### src/rtl/alu_writeback.sv
// Execute->writeback stage: registers ALU results and drives the register-file write port.
// MUL results retire as two writes (low half to rd, high half to rd+1).
module alu_writeback #(
  parameter int DATA_W      = 16,
  parameter int ADDR_W      = 4,
  parameter bit ZERO_REG_RO = 1'b1
) (
  input  logic                clk,
  input  logic                rst,
  input  logic                in_valid,
  output logic                in_ready,
  input  logic [2*DATA_W-1:0] in_result,
  input  logic                in_zero,
  input  logic [3:0]          in_alu_op,
  input  logic [ADDR_W-1:0]   in_rd,
  output logic                rf_we,
  output logic [ADDR_W-1:0]   rf_waddr,
  output logic [DATA_W-1:0]   rf_wdata,
  output logic                z_flag,
  output logic                c_flag,
  output logic [15:0]         retire_cnt
);

  typedef enum logic [1:0] {IDLE, LO, HI} state_t;

  state_t            state_reg, state_next;
  logic              mul_reg, mul_next;
  logic [ADDR_W-1:0] rd_reg, rd_next;
  logic [DATA_W-1:0] hi_reg, hi_next;
  logic              rf_we_reg, rf_we_next;
  logic [ADDR_W-1:0] rf_waddr_reg, rf_waddr_next;
  logic [DATA_W-1:0] rf_wdata_reg, rf_wdata_next;
  logic              z_flag_reg, z_flag_next;
  logic              c_flag_reg, c_flag_next;
  logic [15:0]       retire_cnt_reg, retire_cnt_next;

  logic              accept;
  logic              op_mul, op_write, op_carry;
  logic [ADDR_W-1:0] rd_inc;

  // Address 0 may be hard-wired; its writes are dropped but everything else proceeds.
  function automatic logic write_allowed(input logic [ADDR_W-1:0] addr);
    return !(ZERO_REG_RO && (addr == '0));
  endfunction

  assign op_mul   = (in_alu_op == 4'b1001);
  assign op_write = ((in_alu_op >= 4'b0001) && (in_alu_op <= 4'b1000)) || (in_alu_op == 4'b1010);
  assign op_carry = (in_alu_op == 4'b0001) || (in_alu_op == 4'b0010);
  assign rd_inc   = rd_reg + 1'b1;

  // The only stall: second (high-half) cycle of a MUL.
  assign in_ready = !rst && !((state_reg == LO) && mul_reg);
  assign accept   = in_valid && in_ready;

  always_comb begin
    state_next      = state_reg;
    mul_next        = mul_reg;
    rd_next         = rd_reg;
    hi_next         = hi_reg;
    rf_we_next      = 1'b0;
    rf_waddr_next   = rf_waddr_reg;
    rf_wdata_next   = rf_wdata_reg;
    z_flag_next     = z_flag_reg;
    c_flag_next     = c_flag_reg;
    retire_cnt_next = retire_cnt_reg;

    if ((state_reg == LO) && mul_reg) begin
      state_next      = HI;
      mul_next        = 1'b0;
      rf_we_next      = write_allowed(rd_inc);
      rf_waddr_next   = rd_inc;
      rf_wdata_next   = hi_reg;
      retire_cnt_next = retire_cnt_reg + 16'd1;
    end else begin
      state_next = IDLE;
      mul_next   = 1'b0;
      if (accept) begin
        if (op_write || op_mul) begin
          state_next    = LO;
          mul_next      = op_mul;
          rd_next       = in_rd;
          hi_next       = in_result[2*DATA_W-1:DATA_W];
          rf_we_next    = write_allowed(in_rd);
          rf_waddr_next = in_rd;
          rf_wdata_next = in_result[DATA_W-1:0];
          z_flag_next   = in_zero;
          if (op_carry) begin
            c_flag_next = in_result[DATA_W];
          end
          // A MUL is counted when its high half retires.
          if (!op_mul) begin
            retire_cnt_next = retire_cnt_reg + 16'd1;
          end
        end else begin
          retire_cnt_next = retire_cnt_reg + 16'd1;
        end
      end
    end
  end

  always_ff @(posedge clk) begin
    if (rst) begin
      state_reg      <= IDLE;
      mul_reg        <= 1'b0;
      rd_reg         <= '0;
      hi_reg         <= '0;
      rf_we_reg      <= 1'b0;
      rf_waddr_reg   <= '0;
      rf_wdata_reg   <= '0;
      z_flag_reg     <= 1'b0;
      c_flag_reg     <= 1'b0;
      retire_cnt_reg <= '0;
    end else begin
      state_reg      <= state_next;
      mul_reg        <= mul_next;
      rd_reg         <= rd_next;
      hi_reg         <= hi_next;
      rf_we_reg      <= rf_we_next;
      rf_waddr_reg   <= rf_waddr_next;
      rf_wdata_reg   <= rf_wdata_next;
      z_flag_reg     <= z_flag_next;
      c_flag_reg     <= c_flag_next;
      retire_cnt_reg <= retire_cnt_next;
    end
  end

  assign rf_we      = rf_we_reg;
  assign rf_waddr   = rf_waddr_reg;
  assign rf_wdata   = rf_wdata_reg;
  assign z_flag     = z_flag_reg;
  assign c_flag     = c_flag_reg;
  assign retire_cnt = retire_cnt_reg;

endmodule

### config.mk
export PLATFORM = sky130hd
export DESIGN_NAME = alu_writeback
export DESIGN_NICKNAME = d
export VERILOG_FILES = /design/src/rtl/alu_writeback.sv
export SDC_FILE = /design/constraint.sdc
export NUM_CORES = 1
export LEC_CHECK = 0
export ABC_AREA = 1
export CORE_ASPECT_RATIO = 2
export CORE_MARGIN = 4
export CORE_UTILIZATION = 42
export CTS_BUF_LIST = sky130_fd_sc_hd__clkbuf_16
export CTS_CLUSTER_DIAMETER = 200
export DETAILED_ROUTE_END_ITERATION = 8
export PLACE_DENSITY_LB_ADDON = 0.1
export REMOVE_ABC_BUFFERS = 1
export SYNTH_ARGS = -nofsm -noshare
export SYNTH_HDL_FRONTEND = slang
export SYNTH_SLANG_ARGS = --single-unit
### constraint.sdc
create_clock -name clk -period 1.5 [get_ports clk]
set_clock_uncertainty 0.2 [all_clocks]
set_input_delay 0.3 -clock clk [delete_from_list [all_inputs] [get_ports clk]]
set_output_delay 0.3 -clock clk [all_outputs]
set_load 0.01 [all_outputs]
; Word-level counts from Yosys, hierarchy flattened
; Cells that the tools add are included.
[totals]
regBits = 62
inputBits = 44
output_inout_bits = 40
wordCells = 61
[classes]
n_addsub = 2
order_cmp = 2
eq_ne = 6
n_mux = 16
n_bitwise = 3
reduce_logical = 21
[op_table]
columns = operator, n
row1 = two-way mux 16 bit, 7
row2 = "adder 16 x 1 -> 16 bit, second input constant", 1
row3 = two-way mux 4 bit, 3
row4 = "equality test 4 bit, second input constant", 2
row5 = zero test 4 bit, 2
row6 = two-way mux 1 bit, 5
row7 = "adder 4 x 1 -> 4 bit, second input constant", 1
row8 = "equality test 4 x 1 -> 1 bit, second input constant", 1
row9 = "equality test 4 x 2 -> 1 bit, second input constant", 1
row10 = ">= comparator 4 x 1 -> 1 bit, second input constant", 1
row11 = "<= comparator 4 bit, second input constant", 1
row12 = logical AND 1 bit, 4
row13 = zero test 1 bit, 4
row14 = AND reduction 2 bit, 2
row15 = AND reduction 4 bit, 1
row16 = nonzero test 2 bit, 2
row17 = OR reduction 4 bit, 1
row18 = logical OR 1 bit, 3
row19 = "!= test 3 bit, second input constant", 1
row20 = inverter 1 bit, 3
row21 = AND reduction 3 bit, 1
row22 = OR reduction 3 bit, 1
row23 = "equality test 2 x 1 -> 1 bit, second input constant", 1
row24 = two-way mux 2 bit, 1

; Longest topological paths before layout
; Gate-level depths: netlist (run 1).
[logic_depth]
ltp_word = 7
mapped_depth = 10
mapped_depth_nobuf = 9

; Least setup slack after synthesis (run 1)
; OpenSTA, ideal clock, no wires.
[synth_path]
path_type = reg2reg
startpoint = reg retire_cnt_reg[0] (netlist: retire_cnt[0])
endpoint = reg retire_cnt_reg[8] (netlist: retire_cnt[8])
setup_ns = 0.115
t_arrival_ns = 1.327
required_ns = 1.185
path_slack_ns = -0.142
path_stages_with_launch = 9
path_buffers = 0
synth_period_minus_slack_ns = 1.642
path_cell_list = dfxtp_1 -> ha_1 -> nand3_1 -> nor2_1 -> nand2_1 -> nor2_1 -> nand3_1 -> nand2_1 -> nor2_1
[synth_between]
elab_chain_len = 5
[synth_lines]
columns = item, line
row1 = "start, declared", 35  ; logic [15:0] retire_cnt_reg, retire_cnt_next;
row2 = "start signal, assigned", 123  ; retire_cnt_reg <= retire_cnt_next;
row3 = adder 16 x 1 -> 16 bit *, "73, 92, 95"
row4 = two-way mux 16 bit, 91  ; if (!op_mul) begin
row5 = two-way mux 16 bit, 78  ; if (op_write || op_mul) begin
row6 = two-way mux 16 bit, 77  ; if (accept) begin
row7 = two-way mux 16 bit *, 67  ; if ((state_reg == LO) && mul_reg) begin
; Mark *: on every way between the ends. The rest lies on a longest branch, timed or not. The select of a mux whose other input is x is not followed.
; A chain may end at the register's enable or synchronous reset.

; Final worst setup path (run 1)
[layout_path]
startpoint = reg mul_reg
endpoint = reg retire_cnt_reg[3] (netlist: retire_cnt[3])
[layout_between]
elab_chain_len = 6
word_cells_on_any_way = 8
cone_classes = 1 x eq/ne / 1 x mux / 6 x reduce/logical
[layout_lines]
columns = item, line
row1 = "start, declared", 27  ; logic mul_reg, mul_next;
row2 = "start signal, assigned", 115  ; mul_reg <= mul_next;
row3 = logical AND 1 bit *, "52, 67"
row4 = zero test 1 bit, 52  ; assign in_ready = !rst && !((state_reg == LO) && mul_reg);
row5 = logical AND 1 bit, 52
row6 = logical AND 1 bit, 53  ; assign accept = in_valid && in_ready;
row7 = nonzero test 2 bit (no source line), --
row8 = AND reduction 2 bit (no source line), --
; Mark *: on every way between the ends. The rest lies on a longest branch, timed or not.

==> flow_summary.yaml, run 1 <==
drt:
  wire_per_inst_um: 17.2
  num_vias: 3381
  dr.pass1.iters: 6
  wl_um: 10900
  drt-initial-drc-count: 187
  antenna_left: 0
  viasPerCell: 5.34
  drc_errors: 0
yosys:
  muxShareOfSynthArea: 0
  synth_top_family_by_area: "simple AND/OR/NAND/NOR gates"
  synth-xor-area-share: 0.0124
  netlist_top_cells_area: "dfxtp_1, nand2_1, nor2_1, nand3_1, a21oi_1"
  synth_edf_count: 0
  yosysSeqAreaShare: 0.439
  yosysTopAreaCell: "dfxtp_1"
  ys_seq_elements: 62
  synth.distinct_cells: 28
  synthesis.area_sq_um: 2830
  synth_compound_area_frac: 0.108
  synth_commonest_cells: "nand2_1, nor2_1, dfxtp_1"
  synthArstFlopShare: 0
  avgSynthCellArea_sq_um: 6.98
  synth_most_common_cell: "nand2_1"
  yosysWarnings: 0
  synthSimpleGateAreaFrac: 0.365
  yosysTopAreaCellShare: 0.439
  syn_inst: 405
  synth_fa_ha_area_frac: 0.0133
  synth_ff_type: "dfxtp_1"
setup_path:
  r2r_slack_ns: -0.14
  crit_family: "simple AND/OR/NAND/NOR gates"
  cp_slowest_cell: "dfxtp_2"
  reg2reg_depth: 9
  worstPathRequired_ns: 1.56
  r2r_end: "retire_cnt[3]"
  critPathMaxStageDelay_ns: 0.34
  cp_max_fo: 5
  worstReg2RegStart: "mul_reg"
  crit_chain: "buf_6, nand3_4, o21ai_4, buf_6, nand2_8, buf_6, nor2_1, o21ai_1, nor2_1"
  critPathKind: "register to register"
  end_kind: "register"
  start_kind: "register"
  cpMostUsedCell: "buf_6"
  arrival_ns: 1.69
  path_buf_inv: 3
final_layout:
  finish.cell_count_without_fillers: 633
  area_growth_pct: 79.3
  num_antenna_cells: 0
  post-route-util: 0.771
  drive_gt1_frac: 0.347
  fin_nets: 588
  fillers: 453
power:
  pwr-share-seq: 0.418
  comb_power_share: 0.167
  swShare: 0.260
  internal_power_mw: 3.14
  p_per_area_nw_per_um2: 837
  p_clk_frac: 0.415
  p_sw_mw: 1.10
  irDropWorstVdd_uv: 579
  p_leak_nw: 2.18
cts:
  htreeDepth: 3
  clkSinkCount: 62
  clockBufferDepth: 2
  cts_root_buf: "clkbuf_16"
  cts_tree: "yes"
  holdBufCountCts: 0
  clk_pin_slew_ns: 0.05
  clk_latency_ns: 0.33
  cts_made_buffers: 9
timing:
  hold_viol_final: 0
  fmax_mhz: 611
  rsz0062_at_grt: "yes"
  worst_slew_pin_slew_ns: 0.394
  maxSlewViolCount: 0
  setup_ws_ns: -0.136
  setup_violations: 55
  timing.final.crit_share: 1.09
  whs_ns: 0.220
  relSlewSlack: 0.738
  fin_setup_tns_ns: -3.02
  finalCriticalPeriod_ns: 1.64
placed_design:
  place.port_buffers: 83
  dp_hpwl_um: 6170
  routabilityCongestion: 0.783
  pre_cts_ws_ns: -0.550
  dp_cells: 601
floorplanning:
  io_pins: 84
  fp.dieArea_sq_um: 8190
  core_sq_um: 6570
  dieWidth_um: 66.0
  die_y_um: 124
  start_util: 0.430
  row_count: 42
global_route:
  gr-total-overflow: 0
  grt_util_all_layers: 0.249
  grt_max_degree: 31
  grt_pass1_vias: 3286
  grt_first_pass_wirelength_um: 15000
  antenna_found_initial: 0
worst_hold_path:
  min_path_cells: 4
  min_to: "mul_reg"
  hp-start: "in_alu_op[2]"
  hp-class: "input port to register"
run_status:
  violations: "negative setup slack"
  status: "finished with violations"
flow_run:
  drv_cap: 0
==> kinds of logic (layout without fill, tap and decap cells) <==
logic type | Yosys count | count (layout)
simple gates | 242 | 244
flops | 62 | 62
compound gates | 59 | 59
buf+inv | 35 | 173
xor+xnor | 4 | 4
fa+ha+maj | 3 | 3
==> worst register-to-register path, stage by stage (launching register included) <==
cell     delay [ns]
dfxtp_2        0.34
buf_6          0.10
nand3_4        0.13
o21ai_4        0.13
buf_6          0.15
nand2_8        0.09
buf_6          0.15
nor2_1         0.10
o21ai_1        0.08
nor2_1         0.10
==> layout by cell type, fill, tap and decap left out, drive strengths merged <==
| master | netlist | final |
|---|---|---|
| or2 | 1 | 1 |
| a21oi | 31 | 31 |
| dfxtp | 62 | 62 |
| nor3b | 3 | 3 |
| or3 | 1 | 1 |
| buf | 13 | 60 |
| nand4 | 3 | 3 |
| xor2 | 3 | 3 |
| dlygate4sd2 | 0 | 31 |
| nand3 | 33 | 33 |
| ha | 3 | 3 |
| nor2 | 71 | 71 |
| clkbuf | 5 | 12 |
| nand2 | 127 | 129 |
| inv | 17 | 19 |
| nor3 | 3 | 3 |
| clkinv | 0 | 4 |
| clkdlybuf4s15 | 0 | 10 |
| o21ai | 28 | 28 |
| clkdlybuf4s50 | 0 | 37 |
| xnor2 | 1 | 1 |
==> area by class of cell <==
type / instances / area, sq um / share of cell area
Multi-Input combinational cell: 310 / 1960 / 0.387
Timing Repair Buffer: 141 / 1410 / 0.278
Sequential cell: 62 / 1260 / 0.249
Clock buffer: 9 / 225 / 0.0444
Tap cell: 88 / 110 / 0.0217
Inverter: 17 / 76.3 / 0.0151
Clock inverter: 6 / 23.8 / 0.00469
==> per-layer routing <==
layer | GRT usage | share of wire | vias up
li1 | - | - | 1584
met1 | 0.218 | 0.32 | 1593
met2 | 0.492 | 0.57 | 157
met3 | 0.0505 | 0.054 | 47
met4 | 0.151 | 0.059 | 0
met5 | 0 | 0 | -
==> repair_timing <==
item,CTS,global route
setup buffers,11,3
pin swaps,16,15
endpoints found under the setup margin,99,65
gates cloned,4,3
gates resized for setup,166,95
==> worst max-delay path by stage <==
stage / startpoint / to / slack [ns] / cells after the start
after floorplan: state_reg[1] / retire_cnt[15] / -0.22 / 8
after global placement: rst / c_flag / -0.51 / 6
after detailed placement: rst / retire_cnt[1] / -0.55 / 6
after CTS: mul_reg / in_ready / -0.21 / 4
after global routing: mul_reg / retire_cnt[3] / -0.19 / 9
final: mul_reg / retire_cnt[3] / -0.14 / 9
==> stage by stage <==
stage	power, mW	area [sq um]
floorplan	1.97	2720
global placement	2.28	4020
detailed placement	2.29	4020
CTS	4.14	4770
global route	4.38	5070
finish	4.24	5070
==> power by group through the flow <==
stage	Sequential, mW	Clock, mW	Combinational, mW
after floorplan	1.80	0	0.171
after global placement	1.79	0	0.492
after detailed placement	1.79	0	0.502
after CTS	1.76	1.77	0.609
after global routing	1.78	1.85	0.747
final	1.77	1.76	0.708
Power figures use the tool's default switching activity.
==> inputs of run 2 (changes only) <==
Settings changed: HOLD_SLACK_MARGIN set to 0.03, TNS_END_PERCENT set to 30.
==> run 2 against run 1 <==
Cell area shrank 8.1%. Clock power about the same. Sequential share of layout area up 2.2 points. First-iteration DRC count down 14%. Global-route usage down 3.3 points. Highest routed layer unchanged. The flow still finishes with violations (negative setup slack). Critical path depth unchanged. Wire length is 15% lower. Power fell by 3.5%. Combinational power down 16%. Register-to-register slack improved by 0.05 ns. Sequential power about the same. Largest power group unchanged.
==> flow_summary.yaml, run 2 (synthesis gave the netlist of run 1 again) <==
placed_design:
  dp_cells: 601
  place.port_buffers: 83
  routabilityCongestion: 0.783
  dp_hpwl_um: 6170
global_route:
  grt_max_degree: 31
  gr-total-overflow: 0
  grt_first_pass_wirelength_um: 13300
  grt_pass1_vias: 2990
  grt_util_all_layers: 0.216
  antenna_found_initial: 0
cts:
  clk_latency_ns: 0.33
  clk_pin_slew_ns: 0.05
  cts_tree: "yes"
  htreeDepth: 3
  clkSinkCount: 62
  cts_root_buf: "clkbuf_16"
  holdBufCountCts: 0
  cts_made_buffers: 9
  clockBufferDepth: 2
setup_path:
  end_kind: "register"
  crit_family: "simple AND/OR/NAND/NOR gates"
  path_buf_inv: 2
  start_kind: "register"
  worstReg2RegStart: "state_reg[0]"
  crit_chain: "nand2_4, nor2_4, nor2_4, buf_6, nand2_4, nor2_4, clkbuf_16, o21ai_0, nor2_1"
  critPathKind: "register to register"
  cp_slowest_cell: "dfxtp_4"
  arrival_ns: 1.65
  cp_max_fo: 9
  cpMostUsedCell: "nor2_4"
  critPathMaxStageDelay_ns: 0.36
  worstPathRequired_ns: 1.57
  worstSetupStartpoint: "state_reg[0]"
drt:
  dr.pass1.iters: 4
  drt-initial-drc-count: 161
  wl_um: 9270
  drc_errors: 0
  antenna_left: 0
  viasPerCell: 5.00
  wire_per_inst_um: 14.8
  num_vias: 3143
timing:
  finalCriticalPeriod_ns: 1.59
  maxSlewViolCount: 0
  relSlewSlack: 0.778
  setup_ws_ns: -0.0888
  fin_setup_tns_ns: -1.98
  worst_slew_pin_slew_ns: 0.334
  fmax_mhz: 629
  hold_viol_final: 0
  rsz0062_at_grt: "yes"
  timing.final.crit_share: 1.06
  setup_violations: 34
floorplanning:
  die_y_um: 124
  start_util: 0.430
  fp.dieArea_sq_um: 8190
  io_pins: 84
  row_count: 42
  dieWidth_um: 66.0
  core_sq_um: 6570
final_layout:
  finish.cell_count_without_fillers: 628
  mostFrequentLayoutCell: "nand2_1"
  fillers: 539
  drive_gt1_frac: 0.235
  final_cell_mix: "nand2_1, nor2_1, dfxtp_1"
  fin_nets: 583
  area_growth_pct: 64.8
  num_antenna_cells: 0
  post-route-util: 0.709
power:
  p_sw_mw: 0.999
  power_mw: 4.10
  p_leak_nw: 2.14
  comb_power_share: 0.146
  swShare: 0.244
  pwr-share-seq: 0.429
  irDropWorstVdd_uv: 669
  internal_power_mw: 3.10
  p_clk_frac: 0.425
  p_per_area_nw_per_um2: 879
worst_hold_path:
  hp-class: "input port to register"
  hp-start: "in_alu_op[2]"
run_status:
  status: "finished with violations"
  violations: "negative setup slack"
flow_run:
  drv_cap: 0
-- run 2: power by group through the flow --
stage	clock, mW	sequential, mW	combinational, mW
after floorplan	0	1.80	0.171
after global placement	0	1.79	0.492
after detailed placement	0	1.79	0.502
after CTS	1.77	1.76	0.489
after global routing	1.85	1.76	0.644
final	1.74	1.76	0.598
-- run 2: metal layers --
layer  vias to the layer above  GRT usage  part of all wire
li1                       1574          -                 -
met1                      1466      0.206              0.34
met2                        84      0.409              0.58
met3                        19     0.0478             0.038
met4                         0      0.122             0.034
met5                         -          0                 0
-- run 2: layout make-up --
cell class                      count  area, sq um  share of cell area
Tap cell                           88          110              0.0236
Clock inverter                      6         23.8             0.00510
Timing Repair Buffer              136         1340               0.287
Sequential cell                    62         1260               0.270
Clock buffer                        9          225              0.0483
Multi-Input combinational cell    310         1630               0.350
Inverter                           17         68.8              0.0148
-- run 2: tightest hold or removal path, cell delays in order --
cell            delay, ns
dlymetal6s2s_1       0.18
nor2_4               0.07
nand2_1              0.07
nor2_2               0.04
-- run 2: worst paths after layout --
check / end / slack [ns] / cells past startpoint
max reg2reg: hi_reg[7] / -0.09 / 9
min reg2reg: rf_wdata[6] / 0.26 / 2
min: mul_reg / 0.17 / 4
max: hi_reg[7] / -0.09 / 9
-- run 2: repair_timing --
item,4_1_cts,5_1_grt
pin swaps,0,22
setup buffers,0,6
cloned,0,7
resized for setup,86,62
setup endpoints to repair,99,67
-- run 2: through the flow --
stage	instance area, sq um	setup slack, ns	hold slack (ns)
2_1_floorplan	2720	-0.222	0.169
3_3_place_gp	4020	-0.509	0.250
3_5_place_dp	4020	-0.550	0.257
4_1_cts	4260	-0.202	0.218
5_1_grt	4660	-0.173	0.196
6_report	4660	-0.0888	0.166
